**config.mk**
```make
export PLATFORM = sky130hd
export DESIGN_NAME = line_fill_ctrl
export DESIGN_NICKNAME = d
export VERILOG_FILES = /design/src/rtl/line_fill_ctrl_pkg.sv /design/src/rtl/line_fill_ctrl.sv
export SDC_FILE = /design/constraint.sdc
export NUM_CORES = 1
export LEC_CHECK = 0
export ABC_AREA = 1
export BUFFER_PORTS_ARGS = -buffer_cell sky130_fd_sc_hd__buf_2
export CELL_PAD_IN_SITES_DETAIL_PLACEMENT = 0
export CELL_PAD_IN_SITES_GLOBAL_PLACEMENT = 2
export CORE_ASPECT_RATIO = 1.2
export CORE_MARGIN = 2
export CORE_UTILIZATION = 25
export DETAILED_ROUTE_END_ITERATION = 8
export PLACE_DENSITY_LB_ADDON = 0.2
export SYNTH_ARGS = -nofsm -noshare
export SYNTH_HDL_FRONTEND = slang
export SYNTH_SLANG_ARGS = --single-unit
```
**constraint.sdc**
```tcl
create_clock -name clk -period 2.5 [get_ports clk]
set_input_delay 0.125 -clock clk [delete_from_list [all_inputs] [get_ports clk]]
set_output_delay 0.125 -clock clk [all_outputs]
set_load 0.02 [all_outputs]
```
**src/rtl/line_fill_ctrl_pkg.sv**
```systemverilog
`default_nettype none
// ============================================================================
// Module   : line_fill_ctrl_pkg
// Brief    : Shared line geometry constants and fill-controller state encoding.
// Revision : 1.0
// ============================================================================
package line_fill_ctrl_pkg;

    localparam int LINE_BITS   = 512;
    localparam int LINE_WORDS  = 16;
    localparam int WORD_BITS   = 32;
    localparam int OFFSET_BITS = 6;
    localparam int WIDX_BITS   = OFFSET_BITS - 2;

    typedef enum logic [2:0] {
        ST_IDLE      = 3'd0,
        ST_FETCH     = 3'd1,
        ST_DRAIN     = 3'd2,
        ST_RESP      = 3'd3,
        ST_WAIT_DROP = 3'd4
    } state_t;

endpackage
`default_nettype wire

```
**src/rtl/line_fill_ctrl.sv**
```systemverilog
`default_nettype none
// ============================================================================
// Module   : line_fill_ctrl
// Brief    : Fills one cache line from a fixed-latency word SRAM and hands it
//            back to the requester with a single-cycle ready pulse.
// Revision : 1.0
// ============================================================================
module line_fill_ctrl
    import line_fill_ctrl_pkg::*;
#(
    parameter int LINE_WORDS = 16,
    parameter int SRAM_LAT   = 1
) (
    input  logic                              clk,
    input  logic                              rst,
    input  logic                              mem_addr_valid,
    input  logic [31:0]                       mem_addr,
    output logic                              mem_data_ready,
    output logic [LINE_WORDS*WORD_BITS-1:0]   mem_data_o,
    output logic                              sram_rd_en,
    output logic [31:0]                       sram_addr,
    input  logic [31:0]                       sram_rd_data,
    output logic                              busy
);

    localparam logic [WIDX_BITS-1:0] LAST_WORD = WIDX_BITS'(LINE_WORDS - 1);

    state_t                          state;
    state_t                          state_nxt;
    logic [31-OFFSET_BITS:0]         line_addr;
    logic [WIDX_BITS-1:0]            issue_cnt;
    logic [WIDX_BITS-1:0]            capture_cnt;
    logic [SRAM_LAT-1:0]             rd_pipe;
    logic [LINE_WORDS*WORD_BITS-1:0] line_q;
    logic                            accept;
    logic                            capture;
    logic                            unused_offset;

    assign unused_offset = ^mem_addr[OFFSET_BITS-1:0];
    assign capture       = rd_pipe[SRAM_LAT-1];
    assign busy          = (state != ST_IDLE);
    assign mem_data_o    = line_q;

    always_ff @(posedge clk) begin
        if (!rst) begin
            state <= ST_IDLE;
        end else begin
            state <= state_nxt;
        end
    end

    always_comb begin
        state_nxt      = state;
        accept         = 1'b0;
        sram_rd_en     = 1'b0;
        sram_addr      = '0;
        mem_data_ready = 1'b0;
        case (state)
            ST_IDLE: begin
                if (mem_addr_valid) begin
                    accept    = 1'b1;
                    state_nxt = ST_FETCH;
                end
            end
            ST_FETCH: begin
                sram_rd_en = 1'b1;
                sram_addr  = {line_addr, issue_cnt, 2'b00};
                if (issue_cnt == LAST_WORD) begin
                    state_nxt = ST_DRAIN;
                end
            end
            ST_DRAIN: begin
                if (capture && (capture_cnt == LAST_WORD)) begin
                    state_nxt = ST_RESP;
                end
            end
            ST_RESP: begin
                // An abandoned request gets no pulse; the line is simply dropped.
                if (mem_addr_valid) begin
                    mem_data_ready = 1'b1;
                    state_nxt      = ST_WAIT_DROP;
                end else begin
                    state_nxt = ST_IDLE;
                end
            end
            ST_WAIT_DROP: begin
                if (!mem_addr_valid) begin
                    state_nxt = ST_IDLE;
                end
            end
            default: state_nxt = ST_IDLE;
        endcase
    end

    // Read-valid delay line; clearing it on reset discards in-flight SRAM data.
    generate
        if (SRAM_LAT == 1) begin : g_lat_one
            always_ff @(posedge clk) begin
                if (!rst) begin
                    rd_pipe <= '0;
                end else begin
                    rd_pipe <= sram_rd_en;
                end
            end
        end else begin : g_lat_multi
            always_ff @(posedge clk) begin
                if (!rst) begin
                    rd_pipe <= '0;
                end else begin
                    rd_pipe <= {rd_pipe[SRAM_LAT-2:0], sram_rd_en};
                end
            end
        end
    endgenerate

    always_ff @(posedge clk) begin
        if (!rst) begin
            line_addr   <= '0;
            issue_cnt   <= '0;
            capture_cnt <= '0;
            line_q      <= '0;
        end else begin
            if (accept) begin
                line_addr   <= mem_addr[31:OFFSET_BITS];
                issue_cnt   <= '0;
                capture_cnt <= '0;
            end else if (sram_rd_en) begin
                issue_cnt <= issue_cnt + 1'b1;
            end
            if (capture) begin
                line_q[capture_cnt*WORD_BITS +: WORD_BITS] <= sram_rd_data;
                capture_cnt                                <= capture_cnt + 1'b1;
            end
        end
    end

endmodule
`default_nettype wire

```
==> results of run 1 <==
## final timing paths
kind,endpoint,cells past startpoint,start
setup / recovery,mem_data_o[427]$_SDFFE_PN0P_,11,capture_cnt[1]$_SDFFE_PN0P_
hold / removal,mem_data_o[7]$_SDFFE_PN0P_,5,sram_rd_data[7]
setup reg to reg,mem_data_o[427]$_SDFFE_PN0P_,11,capture_cnt[1]$_SDFFE_PN0P_
hold reg to reg,line_addr[3]$_SDFFE_PN0P_,2,line_addr[3]$_SDFFE_PN0P_
## sequential cells by signal (all words and copies together), names as in the netlist
name / flops
mem_data_o: 512
line_addr: 26
capture: 1
issue_cnt: 4
capture_cnt: 4
state: 3
## critical path: stages, from the launching register on
cell and delay (ps):
dfxtp_1 310, buf_4 150, nor3_1 200, ha_1 330, inv_2 160, nand2_1 100
nor2_4 190, nand2_1 160, inv_1 150, buf_12 180, nor2_1 50, nor3_1 180
## per-layer routing
layer	vias up	wire, um
met5	-	41
met4	6	2850
met3	118	7420
met2	602	52700
met1	10183	46500
li1	11641	-
## final cells by class
| cell class | count | area (um^2) | share of cell area (%) |
|---|---|---|---|
| clock buffers | 97 | 1910 | 6.26 |
| inverters | 399 | 1500 | 4.92 |
| multi-input cells | 2244 | 9440 | 30.9 |
| repair buffers | 801 | 5050 | 16.5 |
| clock inverters | 13 | 163 | 0.533 |
| diodes | 2 | 5.00 | 0.0164 |
| well taps | 1168 | 1460 | 4.79 |
| flip-flops and latches | 550 | 11000 | 36.1 |
## synth_stat cells (all sizes together)
library cell,n,share of area (%)
o31ai,1,0.033
ha,4,0.22
nand3,59,1.5
nand3b,1,0.033
a21oi,116,2.5
nor3,97,2.1
nand2,669,11
dfxtp,550,48
o21ai,254,5.6
xor2,1,0.038
clkbuf,123,2.0
nor2,1010,17
buf,96,2.2
nor3b,1,0.033
nand4,29,1.0
conb,1,0.016
inv,397,6.5
clkinv,2,0.033
## cell families after synthesis
| kind of cell | Yosys count | share of synthesized area (%) |
|---|---|---|
| fa+ha+maj | 4 | 0.219 |
| flops | 550 | 48.2 |
| other cells | 1 | 0.0164 |
| buf+inv | 618 | 10.8 |
| simple gates | 1866 | 32.6 |
| compound gates | 371 | 8.14 |
| xor+xnor | 1 | 0.0383 |
## layout by cell type (no fill, tap or decap), types with 25 or more instances in the layout
master,synthesis,routed
nor2_1,1002,1000
nand2_1,662,658
buf_2,67,604
dfxtp_1,550,549
inv_1,389,389
o21ai_0,221,221
a21oi_1,116,115
buf_4,15,106
nor3_1,97,96
clkbuf_16,0,69
dlygate4sd3_1,0,58
nand3_1,54,53
o21ai_1,33,33
buf_12,0,31
nand4_1,25,25
## per-stage QoR
| stage | utilization (%) | power (mW) | worst slack (ps) | cell area (um^2) | std cells |
|---|---|---|---|---|---|
| global placement | 30.7 | 13.0 | 127 | 27900 | 5104 |
| floorplan | - | 11.2 | 160 | 22900 | 3412 |
| finish | 33.7 | 22.4 | 221 | 30500 | 5274 |
| detailed placement | 30.7 | 12.9 | 142 | 27900 | 5104 |
| CTS | 33.7 | 22.7 | 113 | 30500 | 5272 |
| global route | 33.7 | 23.3 | 28.4 | 30500 | 5273 |
## timing repair
action,CTS,global route
hold buffers,58,0
gates resized for setup,0,2
setup endpoints to repair,0,1
endpoints found under the hold margin,68,0
## power groups by stage
stage | Combinational (mW) | Clock (mW) | Sequential, mW
after floorplan | 1.75 | 0 | 9.50
after global placement | 3.56 | 0 | 9.39
after detailed placement | 3.55 | 0 | 9.39
after CTS | 3.65 | 9.89 | 9.20
after global routing | 3.90 | 10.2 | 9.23
final | 3.60 | 9.59 | 9.20
==> impl_metrics.ini, run 1 <==
[setup_path]
startpoint_type = flop
cp.arrival_ps = 2790
cp-end-kind = flop
crit_type = flop to flop
path_max_fanout = 22
worst-endpoint-required_ps = 3010
r2r_slack_ps = 220

[place]
place_congestion = 0.795
dpl.hpwl_mm = 79.0
port_buffers = 605

[global_route]
first_global_vias = 21760
grt_max_degree = 132
busiest_layer = met2
grt_util_met1_pct = 27.4
antenna_found_initial = 6
grt_pass1_wl_mm = 154
grt_remaining_overflow = 0
track_usage_pct = 22.6
gr-usage-met2_pct = 38.9
grtUsageMet3_pct = 6.08

[min_path]
hold_path.class = primary input to flop

[logic_synthesis]
synth.cell_area_mm2 = 0.0228
ys_types = 32
ys_warn_count = 0
synth_cells = 3411
seq_area_frac_synth_pct = 48.2
syn_avg_cell_area_um2 = 6.70
ys_ff_latch = 550

[die]
num_rows = 121
dieWidth_um = 280
dieArea_mm2 = 0.0938
fp.dieH_um = 335
io_pins = 614
start_util_pct = 25.2
core_area_mm2 = 0.0907

[cells_and_area]
synthToLayoutAreaGrowth_pct = 33.7
drive_gt1_share_pct = 21.4
fill_cells = 10079
nets = 4134

[sta]
period_needed_ps = 2280
fmax_mhz = 439
fin_crit_sh_pct = 91.2
fin_worst_hold_slack_ps = 45.5
rsz0062_at_grt = no
setup_viol = 0
setup_tns_ps = 0
worst_pin_slew_ps = 1120
finalHoldViolCount = 0
finClkSkew_ps = 14.6
slew_viol_final = 0
slew_headroom_pct = 24.7

[run]
cap_violations = 0

[power_and_ir_drop]
p_leak_nw = 16.7
intPower_mw = 15.5
swShare_pct = 30.8
power.density_mw_per_mm2 = 733
pwr-share-seq_pct = 41.1
clkPwrFrac_pct = 42.8
pwr-share-comb_pct = 16.1
p_switching_mw = 6.89
ir_drop_mv = 0.374

[status]
status = completed

[routing]
finalWirelength_mm = 109
initialDrtViolationCount = 1260
vias = 22550
wl_per_cell_um = 20.8
ant_nets = 0
vias_per_cell = 4.28
dr.pass1.iters = 5
post-route-drc-count = 0

[clock_tree]
cts_max_level = 3
cts_tree = done
clk_pin_slew_ps = 60
cts.sinks = 550
post-cts-setup-buffers = 0
cts_buffers = 67
cts-root-buf = clkbuf_16
cts_max_path_buffers = 3
insertion_delay_ps = 610
Note: power is estimated with default switching activity, not from simulation.
==> inputs of run 2 (changes only) <==
--- a/config.mk
+++ b/config.mk
@@ -10,7 +10,7 @@
 export CELL_PAD_IN_SITES_DETAIL_PLACEMENT = 0
 export CELL_PAD_IN_SITES_GLOBAL_PLACEMENT = 2
 export CORE_ASPECT_RATIO = 1.2
-export CORE_MARGIN = 2
+export CORE_MARGIN = 3
 export CORE_UTILIZATION = 25
 export DETAILED_ROUTE_END_ITERATION = 8
 export PLACE_DENSITY_LB_ADDON = 0.2
==> constraint.sdc (replaced) <==
create_clock -name clk -period 1.83 [get_ports clk]
set_input_delay 0.0915 -clock clk [delete_from_list [all_inputs] [get_ports clk]]
set_output_delay 0.0915 -clock clk [all_outputs]
set_load 0.02 [all_outputs]
==> run 2 against run 1 <==
Effect of this change:
- the run now ends with negative setup slack left
- core utilization grew 4.1 points
- design area grew 11%
- count of clock-buffer cells in the layout grew 4
- routed wire length grew 4.9%
- worst setup slack lost 400 ps
- fmax grew 13%
==> impl_metrics.ini, run 2 (same netlist as run 1, synthesis figures left out) <==
[routing]
initialDrtViolationCount = 1383
ant_nets = 0
drt-met1-wl_mm = 49.5
routed.top_layer = met4
wl_met3_mm = 7.62
dr.pass1.iters = 7
vias_per_cell = 4.38
post-route-drc-count = 0
finalWirelength_mm = 115
vias = 23866
wl_per_cell_um = 21.1
route.met2.wl_mm = 54.2

[setup_path]
cp-end-kind = flop
crit_type = flop to flop
cpPeakStageDelay_ps = 370
startpoint_type = flop
path_max_fanout = 13
path_cells = nor3_4 > ha_4 > inv_4 > buf_6 > nand3_4 > nor2_4 > buf_12 > clkbuf_16 > o21ai_0 > nor2_1
cp.arrival_ps = 2550
cp_slowest_cell = dfxtp_4
worst-endpoint-required_ps = 2370

[clock_tree]
cts.sinks = 550
cts_buffers = 68
clk_pin_slew_ps = 60
insertion_delay_ps = 630
cts_tree = done
cts_max_level = 3
cts-root-buf = clkbuf_16
cts_max_path_buffers = 3

[power_and_ir_drop]
p_leak_nw = 18.2
power.density_mw_per_mm2 = 954
ir_drop_mv = 0.615

[place]
dp_slack_ps = -265
place_congestion = 0.831
port_buffers = 605
dpl.hpwl_mm = 80.3

[cells_and_area]
nets = 4310
drive_gt1_share_pct = 28.6
largest_reg_flops = 512
final_cell_mix = nor2_1, nand2_1, buf_2
layout_commonest_cell = nor2_1
multi_input_area_mm2 = 0.0102
ff_latch_area_mm2 = 0.0110
synthToLayoutAreaGrowth_pct = 48.5
fill_cells = 9749

[die]
dieArea_mm2 = 0.0951
io_pins = 614
start_util_pct = 25.4
fp.dieH_um = 337
dieWidth_um = 282
core_area_mm2 = 0.0899
num_rows = 120

[sta]
fmax_mhz = 497
setup_tns_ps = -40370
setup_viol = 476
finClkSkew_ps = 28.3
fin_crit_sh_pct = 110
period_needed_ps = 2010
layout_setup_ws_ps = -181
finalHoldViolCount = 0
rsz0062_at_grt = yes
slew_viol_final = 0
slew_headroom_pct = 51.3
worst_pin_slew_ps = 725

[status]
violations = negative setup slack
status = complete, but fails checks

[global_route]
antenna_found_initial = 4
grt_pass1_wl_mm = 159
first_global_vias = 22589
track_usage_pct = 22.9
grt_remaining_overflow = 0
grt_max_degree = 124

[min_path]
hold_path.class = primary input to flop

[run]
cap_violations = 0
==> run 2: cell type report <==
cell class | count | area share, %
Sequential cell | 550 | 32.5
Multi-Input combinational cell | 2244 | 30.0
Timing Repair Buffer | 976 | 22.0
Clock buffer | 101 | 6.01
Inverter | 399 | 4.60
Tap cell | 1159 | 4.27
Clock inverter | 19 | 0.546
Antenna cell | 2 | 0.0148
==> run 2: routing by layer <==
| metal | GRT usage (%) | up-vias |
|---|---|---|
| met3 | 5.34 | 140 |
| met2 | 38.0 | 653 |
| met5 | 0 | - |
| li1 | - | 12047 |
| met1 | 29.2 | 11026 |
| met4 | 7.58 | 0 |
==> run 2: where the power goes <==
group | internal [mW] | leakage, nW | switching, mW | total (mW)
clock | 8.01 | 1.10 | 5.62 | 13.6
combinational | 2.12 | 12.7 | 4.07 | 6.19
sequential | 12.4 | 4.44 | 0.181 | 12.5
total | 22.5 | 18.2 | 9.87 | 32.4
==> run 2: path summary, 6_finish.rpt <==
check | depth (start not counted) | startpoint | end | slack, ps
setup reg to reg | 10 | capture_cnt[0]$_SDFFE_PN0P_ | mem_data_o[14]$_SDFFE_PN0P_ | -180
setup / recovery | 10 | capture_cnt[0]$_SDFFE_PN0P_ | mem_data_o[14]$_SDFFE_PN0P_ | -180
hold / removal | 5 | sram_rd_data[12] | mem_data_o[172]$_SDFFE_PN0P_ | 70
hold reg to reg | 2 | line_addr[19]$_SDFFE_PN0P_ | line_addr[19]$_SDFFE_PN0P_ | 450
==> run 2: critical path, delay by kind of cell (launching register included) <==
kind / cells / cell delay [ps]
simple gates: 4 / 650
compound gates: 1 / 80
flops: 1 / 370
buf+inv: 4 / 570
fa+ha+maj: 1 / 250
==> run 2: what timing repair did <==
action / 4_1_cts / 5_1_grt
resized for setup: 119 / 137
gates cloned: 14 / 14
setup endpoints to repair: 545 / 533
hold endpoints to repair: 108 / 0
setup buffers: 39 / 11
pin swaps: 20 / 21
hold buffers: 54 / 0
==> run 2: through the flow <==
stage,power (mW),area [um^2],cells,hold WS (ps),utilization (%)
CTS,32.6,33100,5424,7.92,36.8
finish,32.4,33900,5450,70.3,37.7
global placement,18.3,29200,5197,373,32.4
global route,33.7,33900,5450,52.9,37.7
floorplan,15.6,23500,3412,226,-
detailed placement,18.3,29200,5197,380,32.4
